<file path="src/rtl/arith_pkg.sv">
// Shared arithmetic package: FSM state encoding and default operand width
// common to the multiplier and divider blocks.
package arith_pkg;

    // Default operand width for the arithmetic blocks.
    localparam int ARITH_WIDTH = 8;

    // Control states shared by the iterative arithmetic units.
    typedef enum logic [1:0] {
        IDLE = 2'd0,
        CALC = 2'd1,
        DONE = 2'd2
    } arith_state_e;

    // Bits needed for a step counter that runs 0..w.
    function automatic int arith_cnt_bits(input int w);
        return $clog2(w + 1);
    endfunction

endpackage

</file>
<file path="src/rtl/booth_mul_if.sv">
// Handshake/data bundle for the Booth multiplier.
// master: requester driving start/X/Y; slave: the multiplier.
interface booth_mul_if
    import arith_pkg::*;
#(
    parameter int WIDTH = ARITH_WIDTH
) ();

    logic                   start;
    logic [WIDTH-1:0]       X;
    logic [WIDTH-1:0]       Y;
    logic                   busy;
    logic                   data_ok;
    logic [2*WIDTH-1:0]     P;

    modport master (
        output start, X, Y,
        input  busy, data_ok, P
    );

    modport slave (
        input  start, X, Y,
        output busy, data_ok, P
    );

endinterface

</file>
<file path="src/rtl/booth_step.sv">
// One radix-2 Booth iteration: conditional add/subtract of the sign-extended
// multiplicand into A, then arithmetic right shift of {A,Q,q_1}.
// A is WIDTH+1 bits so subtracting the most negative multiplicand cannot overflow.
module booth_step #(
    parameter int WIDTH = 8
) (
    input  logic [WIDTH:0]   a_in,
    input  logic [WIDTH-1:0] q_in,
    input  logic             q1_in,
    input  logic [WIDTH-1:0] xl,
    output logic [WIDTH:0]   a_out,
    output logic [WIDTH-1:0] q_out,
    output logic             q1_out
);

    logic [WIDTH:0] x_sext;
    logic [WIDTH:0] sum;

    assign x_sext = {xl[WIDTH-1], xl};

    // Booth recoding of {Q[0], q_1}: 01 adds, 10 subtracts, 00/11 pass through.
    always_comb begin
        sum = a_in;
        case ({q_in[0], q1_in})
            2'b01:   sum = a_in + x_sext;
            2'b10:   sum = a_in - x_sext;
            default: sum = a_in;
        endcase
    end

    assign a_out  = {sum[WIDTH], sum[WIDTH:1]};
    assign q_out  = {sum[0], q_in[WIDTH-1:1]};
    assign q1_out = q_in[0];

endmodule

</file>
<file path="src/rtl/booth_mul.sv">
// Sequential radix-2 Booth multiplier, one step per clock.
// start in IDLE/DONE latches X/Y and enters CALC; after WIDTH steps the
// product is written to P and held in DONE with data_ok until the next start.
// Optional build macro BOOTH_MUL_ZERO_SKIP_EN: a zero operand finishes after
// a single CALC cycle with P=0.
module booth_mul
    import arith_pkg::*;
#(
    parameter int WIDTH = ARITH_WIDTH
) (
    input  logic      clk,
    input  logic      rst_n,
    booth_mul_if.slave bus
);

    localparam int CW = arith_cnt_bits(WIDTH);

    arith_state_e         state_reg, state_next;
    logic [WIDTH:0]       a_reg, a_next;
    logic [WIDTH-1:0]     q_reg, q_next;
    logic                 q1_reg, q1_next;
    logic [WIDTH-1:0]     xl_reg, xl_next;
    logic [CW-1:0]        count_reg, count_next;
    logic [2*WIDTH-1:0]   p_reg, p_next;

    logic [WIDTH:0]       a_step;
    logic [WIDTH-1:0]     q_step;
    logic                 q1_step;
    logic                 last_step;
    logic                 zero_skip;

    booth_step #(
        .WIDTH (WIDTH)
    ) u_step (
        .a_in   (a_reg),
        .q_in   (q_reg),
        .q1_in  (q1_reg),
        .xl     (xl_reg),
        .a_out  (a_step),
        .q_out  (q_step),
        .q1_out (q1_step)
    );

    // Step count is 0-based, so the WIDTH-th step runs while count is WIDTH-1.
    assign last_step = (count_reg == CW'(WIDTH - 1));

`ifdef BOOTH_MUL_ZERO_SKIP_EN
    // On the first CALC cycle Q still holds the latched Y.
    assign zero_skip = (count_reg == '0) && ((xl_reg == '0) || (q_reg == '0));
`else
    assign zero_skip = 1'b0;
`endif

    // State and datapath registers; reset abandons any multiply in flight.
    always_ff @(posedge clk or negedge rst_n) begin
        if (!rst_n) begin
            state_reg <= IDLE;
            a_reg     <= '0;
            q_reg     <= '0;
            q1_reg    <= 1'b0;
            xl_reg    <= '0;
            count_reg <= '0;
            p_reg     <= '0;
        end else begin
            state_reg <= state_next;
            a_reg     <= a_next;
            q_reg     <= q_next;
            q1_reg    <= q1_next;
            xl_reg    <= xl_next;
            count_reg <= count_next;
            p_reg     <= p_next;
        end
    end

    // Next-state and datapath update; P only changes on entry to DONE.
    always_comb begin
        state_next = state_reg;
        a_next     = a_reg;
        q_next     = q_reg;
        q1_next    = q1_reg;
        xl_next    = xl_reg;
        count_next = count_reg;
        p_next     = p_reg;

        case (state_reg)
            IDLE, DONE: begin
                if (bus.start) begin
                    state_next = CALC;
                    a_next     = '0;
                    q_next     = bus.Y;
                    q1_next    = 1'b0;
                    xl_next    = bus.X;
                    count_next = '0;
                end
            end
            CALC: begin
                if (zero_skip) begin
                    state_next = DONE;
                    p_next     = '0;
                end else begin
                    a_next     = a_step;
                    q_next     = q_step;
                    q1_next    = q1_step;
                    count_next = count_reg + CW'(1);
                    if (last_step) begin
                        state_next = DONE;
                        p_next     = {a_step[WIDTH-1:0], q_step};
                    end
                end
            end
            default: begin
                state_next = IDLE;
            end
        endcase
    end

    assign bus.busy    = (state_reg == CALC);
    assign bus.data_ok = (state_reg == DONE);
    assign bus.P       = p_reg;

endmodule

</file>
<file path="src/flat_wrapper.sv">
// flat-port wrapper written by rule: the top's interface ports become plain ports
module booth_mul_flat import arith_pkg::*;
#(
    parameter int WIDTH = ARITH_WIDTH
)
  (clk, rst_n, bus_start, bus_X, bus_Y, bus_busy, bus_data_ok, bus_P);
  booth_mul_if #(.WIDTH(WIDTH)) bus_i ();
  input  logic clk;
  input  logic rst_n;
  input wire logic [$bits(bus_i.start)-1:0] bus_start;
  input wire logic [$bits(bus_i.X)-1:0] bus_X;
  input wire logic [$bits(bus_i.Y)-1:0] bus_Y;
  output wire logic [$bits(bus_i.busy)-1:0] bus_busy;
  output wire logic [$bits(bus_i.data_ok)-1:0] bus_data_ok;
  output wire logic [$bits(bus_i.P)-1:0] bus_P;
  assign bus_i.start = bus_start;
  assign bus_i.X = bus_X;
  assign bus_i.Y = bus_Y;
  assign bus_busy = bus_i.busy;
  assign bus_data_ok = bus_i.data_ok;
  assign bus_P = bus_i.P;
  booth_mul #(.WIDTH(WIDTH)) u_core (.clk(clk), .rst_n(rst_n), .bus(bus_i));
endmodule
</file>
<file path="config.mk">
export PLATFORM = sky130hd
export DESIGN_NAME = booth_mul_flat
export DESIGN_NICKNAME = d
export VERILOG_FILES = /design/src/rtl/arith_pkg.sv /design/src/rtl/booth_mul_if.sv /design/src/rtl/booth_step.sv /design/src/rtl/booth_mul.sv /design/src/flat_wrapper.sv
export SDC_FILE = /design/constraint.sdc
export NUM_CORES = 1
export LEC_CHECK = 0
export ABC_AREA = 1
export CORE_MARGIN = 2
export CORE_UTILIZATION = 59
export CTS_CLUSTER_DIAMETER = 40
export DETAILED_ROUTE_END_ITERATION = 8
export PLACE_DENSITY = 0.88
export SETUP_SLACK_MARGIN = 0.15
export SLEW_MARGIN = 0
export SYNTH_ARGS = -nofsm -noshare
export SYNTH_HDL_FRONTEND = slang
export SYNTH_HIERARCHICAL = 1
export SYNTH_SLANG_ARGS = --single-unit
</file>
<file path="constraint.sdc">
create_clock -name clk -period 5.42 [get_ports clk]
set_input_delay 1.626 -clock clk [delete_from_list [all_inputs] [get_ports clk]]
set_output_delay 1.626 -clock clk [all_outputs]
set_load 0.02 [all_outputs]
</file>
---- After elaboration in Yosys (flattened, before gate mapping) ----
Cells that the tools add are included.
word-level totals
  register bits ........................... 48
  output and inout port bits .............. 18
  input port bits ......................... 19
cells by class
  add/subtract/negate cells ............... 3
  reductions and logical operators ........ 7
  multiplexer cells ....................... 12
  eq/ne operators ......................... 7
operators by type and width
  cell                   count
  $pmux W9 S2            2
  $pmux W8 S2            1
  $add A9 B9 Y9          1
  $mux W9                1
  $sub A9 B9 Y9          1
  $mux W8                1
  $pmux W4 S2            1
  $reduce_and A2 Y1      4
  $add A4 B1 Y4 const B  1
  $eq A2 B1 Y1 const B   2
  $eq A2 B2 Y1 const B   2
  $eq A4 B3 Y1 const B   1
  $mux W2                2
  $mux W4                1
  $pmux W2 S2            1
  $logic_not A2 Y1       1
  $ne A2 B1 Y1 const B   1
  $ne A2 B2 Y1 const B   1
  $pmux W1 S2            1
  $reduce_bool A2 Y1     1
  $reduce_or A2 Y1       1
  $mux W1                1

---- Longest topological paths before layout ----
  depth in word-level cells ............... 4
  gate-level depth with buffers ........... 20
  gate-level depth less buffers ........... 19

---- By module ----
Netlist, hierarchy kept.
modules (own cells, without submodules)
  module      cells an instance  area an instance (um2)  sequential area each (um2)  times used
  booth_mul   240                1981.9                  1201.2                      1
  booth_step  136                793.3                   0.0                         1

---- Worst setup path after synthesis ----
Ideal clock, no wire load.
  path type ............................... register to register
  from .................................... register u_core.xl_reg[0]
  to ...................................... register u_core.a_reg[8]
  setup time .............................. 0.116 ns
  arrival time ............................ 2.325 ns
  stages on the path, launching flop included .. 21
  path slack .............................. 2.978 ns
  path through ............................ dfrtp_1 inv_1 ha_1 inv_2 nor2_4 nand2_2 o31ai_2 xor2_1 inv_1 ha_1 nand2_2 inv_1 a21oi_1 nand2_1 nand2_1 nand3_1 nand2_1 nand2_1 buf_4 nand2_1 nand2_1
between the ends
  word-level cells in the longest chain between the ends .. 3
  elaborated cells between the ends (all ways) .. 4
RTL lines
  what                                                   line                                text
  start, declared                                        booth_mul.sv:22                     logic [WIDTH-1:0] xl_reg, xl_next;
  start signal, assigned                                 booth_mul.sv:69                     xl_reg <= xl_next;
  $sub A9 B9 Y9 / $add A9 B9 Y9 (equally long branches)  booth_step.sv:26, booth_step.sv:25
  $pmux W9 S2 (*)                                        booth_step.sv:24                    case ({q_in[0], q1_in})
  net u_core.a_step[7]                                   booth_mul.sv:26                     logic [WIDTH:0] a_step;
  $pmux W9 S2 (*)                                        booth_mul.sv:85                     case (state_reg)
  end signal, assigned                                   booth_mul.sv:66                     a_reg <= a_next;
  end, declared                                          booth_mul.sv:19                     logic [WIDTH:0] a_reg, a_next;
Mark *: on every way through the listed nets, which the timed path passes. The rest lies on a longest branch.
A chain may end at the register's enable or synchronous reset.

---- Worst setup path after layout ----
  from .................................... register u_core.state_reg[0]
  to ...................................... output port bus_busy
between the ends
  word-level cells in the longest chain between the ends .. 1
RTL lines
  what                    line                text
  start, declared         booth_mul.sv:18     arith_state_e state_reg, state_next;
  start signal, assigned  booth_mul.sv:65     state_reg <= state_next;
  $eq A2 B1 Y1            booth_mul.sv:117    assign bus.busy = (state_reg == CALC);
  end, declared           flat_wrapper.sv:13  output wire logic [$bits(bus_i.busy)-1:0] bus_busy;
No other way between the ends.

==> metrics.cfg <==
[status]
status=finished, final reports clean

[worst_setup_path]
crit_path_end_kind=primary output
r2r-start=u_core/xl_reg[0]
arrival_ns=1.94
crit_slowest_cell=clkdlybuf4s50_1
start_kind=flip-flop
ff2ff_path_depth=19
crit_chain=inv_2 -> nor2_4 -> clkdlybuf4s50_1
rrSetupSlack_ns=2.76
cp-endpoint=bus_busy
crit_path_max_incr_delay_ns=0.71
crit_type=flip-flop to primary output
worst_r2r_endpoint=u_core/bus.P[15]
crit_fanout=24
required_ns=3.79
startpoint=u_core/state_reg[0]

[yosys]
synth_ff_type=dfrtp_1
netlist_area_um2=2775
syn_inst=376
yosys_warnings=6
yosysUniqueCellTypes=31
synth_area_leaders=dfrtp_1 (43%), nand2_1 (26%), ha_1 (5.0%)
ys_async_sr_fraction=1.000
syn_area_per_cell_um2=7.381
synth_top_area_cell=dfrtp_1
netlist.area_leader.share=0.4328
yosys_register_bits=48
seq_area_frac_synth=0.4328
synth_common_cells=nand2_1 (194), dfrtp_1 (48), inv_1 (27)
synth_most_common_cell=nand2_1
syn-num-nets=407
synth-edff-count=0

[clock_network]
h-tree-depth=2
cts-root-buf=clkbuf_8
clk-insertion-delay-late_ns=0.30
cts_sinks=48
cts_resized=0
cts_buffer_depth=2
cts_tree=built
cts_hold_buffers=0
path_clk_slew_ns=0.09
numCtsBuffers=5
cts_setup_buffers=0

[global_route]
grt_pass1_wl_um=9729
first_global_vias=2303
grt_max_degree=49
grt_overflow=0
grt.total_usage=0.2354
antenna_found_initial=0

[job]
drv_cap=0

[detailed_routing]
drtIter0Drc=190
first_pass_iters=4
ant_nets=0
num_vias=2337
drc=0
post_drt_wl_per_cell_um=12.14
drt-vias-per-instance=5.136
wl_um=5523

[die]
dieHeight_um=72.59
core_area_um2=4444
rows=24
die_x_um=72.59
fp.dieArea_um2=5269
num_io_pins=37
initial_core_util=0.6244

[sta]
fmax_ghz=0.2803
finalHoldViolCount=0
drv_slew=0
period_minus_slack_ns=3.567
period_share=0.6581
setup_viol=0
fin_worst_skew_ns=0.009641
rsz0062_at_grt=false
fin_setup_tns_ns=0
max_slew_margin=0.3005
worstMarginPinSlew_ns=1.049

[layout]
n_antenna_cell=0
largest_reg_flops=16
final_layout_size_suffix_gt1_frac=0.08437
num-nets-final=433
syn2layout_area_growth_pct=14.11

[placed_design]
dpl.hpwl_um=3904
io_buffer_count=36
place_congestion=0.8438

[min_path]
hold_depth=2
hold_class=flip-flop to flip-flop

[routing by layer]
metal | up-vias | wire length (µm) | GRT usage
li1 | 1194 | - | -
met1 | 1077 | 2484 | 0.3169
met2 | 60 | 2721 | 0.3909
met3 | 6 | 267 | 0.04972
met4 | 0 | 49 | 0.05967
met5 | - | 0 | 0
[layout make-up]
type | instances | area, µm²
flip-flops and latches | 48 | 1201
well taps | 52 | 65.06
clock buffers | 7 | 76.32
multi-input cells | 277 | 1333
inverters | 34 | 127.6
repair buffers | 36 | 355.3
fillers | 359 | 1277
clock inverters | 1 | 8.758
[cells by family (layout without fill, tap and decap cells)]
group,Yosys count,count (layout),share of synthesized area
and+or+nand+nor,238,238,0.3553
buffers and inverters,51,78,0.08701
DFF,48,48,0.4328
AOI/OAI and AO/OA,21,21,0.04914
adders and majority gates,12,12,0.05681
xor gates and xnor gates,6,6,0.01894
[worst min-delay path by stage]
stage	startpoint	to	slack, ns
detailed placement	u_core/bus.P[12]	u_core/bus.P[12]	0.47
global route	u_core/q1_reg	u_core/q1_reg	0.51
global placement	u_core/q1_reg	u_core/q1_reg	0.45
finish	u_core/bus.P[13]	u_core/bus.P[13]	0.48
CTS	u_core/bus.P[7]	u_core/bus.P[7]	0.49
floorplan	u_core/q1_reg	u_core/q1_reg	0.44
[cells in the final DEF, fill, tap and decap left out]
cell             instances
clkbuf_8                 5
clkbuf_1                 2
nor2_4                   3
o31ai_2                  2
inv_2                    6
o21ai_1                  3
or2_4                    1
xnor2_1                  1
a21oi_1                  6
o21ai_0                  6
nand2_1                194
or2_2                    1
or2_1                    1
nor2_1                  10
buf_2                    1
inv_1                   27
a21oi_2                  1
clkdlybuf4s50_1         35
nand3_2                  1
nand3_1                 12
ha_1                    11
nand4_1                  4
fa_1                     1
clkinv_4                 1
o21ai_2                  1
clkinv_1                 1
o21bai_2                 1
dfrtp_1                 48
o21a_1                   1
xor2_1                   5
nor2_2                   3
nand2_2                  7
nand3b_1                 1
[metrics by stage]
step                instances  setup slack, ns  hold slack [ns]    util  cell area [µm²]
floorplan                 376            2.978           0.4419       -             2775
global placement          447            2.206           0.4534  0.6934             3082
detailed placement        447            2.174           0.4650  0.6934             3082
CTS                       455            1.845           0.4883  0.7126             3167
global route              455            1.754           0.5136  0.7126             3167
finish                    455            1.853           0.4832  0.7126             3167
[worst max-delay path: cells and delay by family, from the launching register on]
kind	cells	cell delay (ns)
simple gates	1	0.44
buf+inv	2	0.78
flops	1	0.42
Power is left out: the tool's default activity adds up to more than one toggle a clock period on the data nets, which glitch-free logic cannot reach.
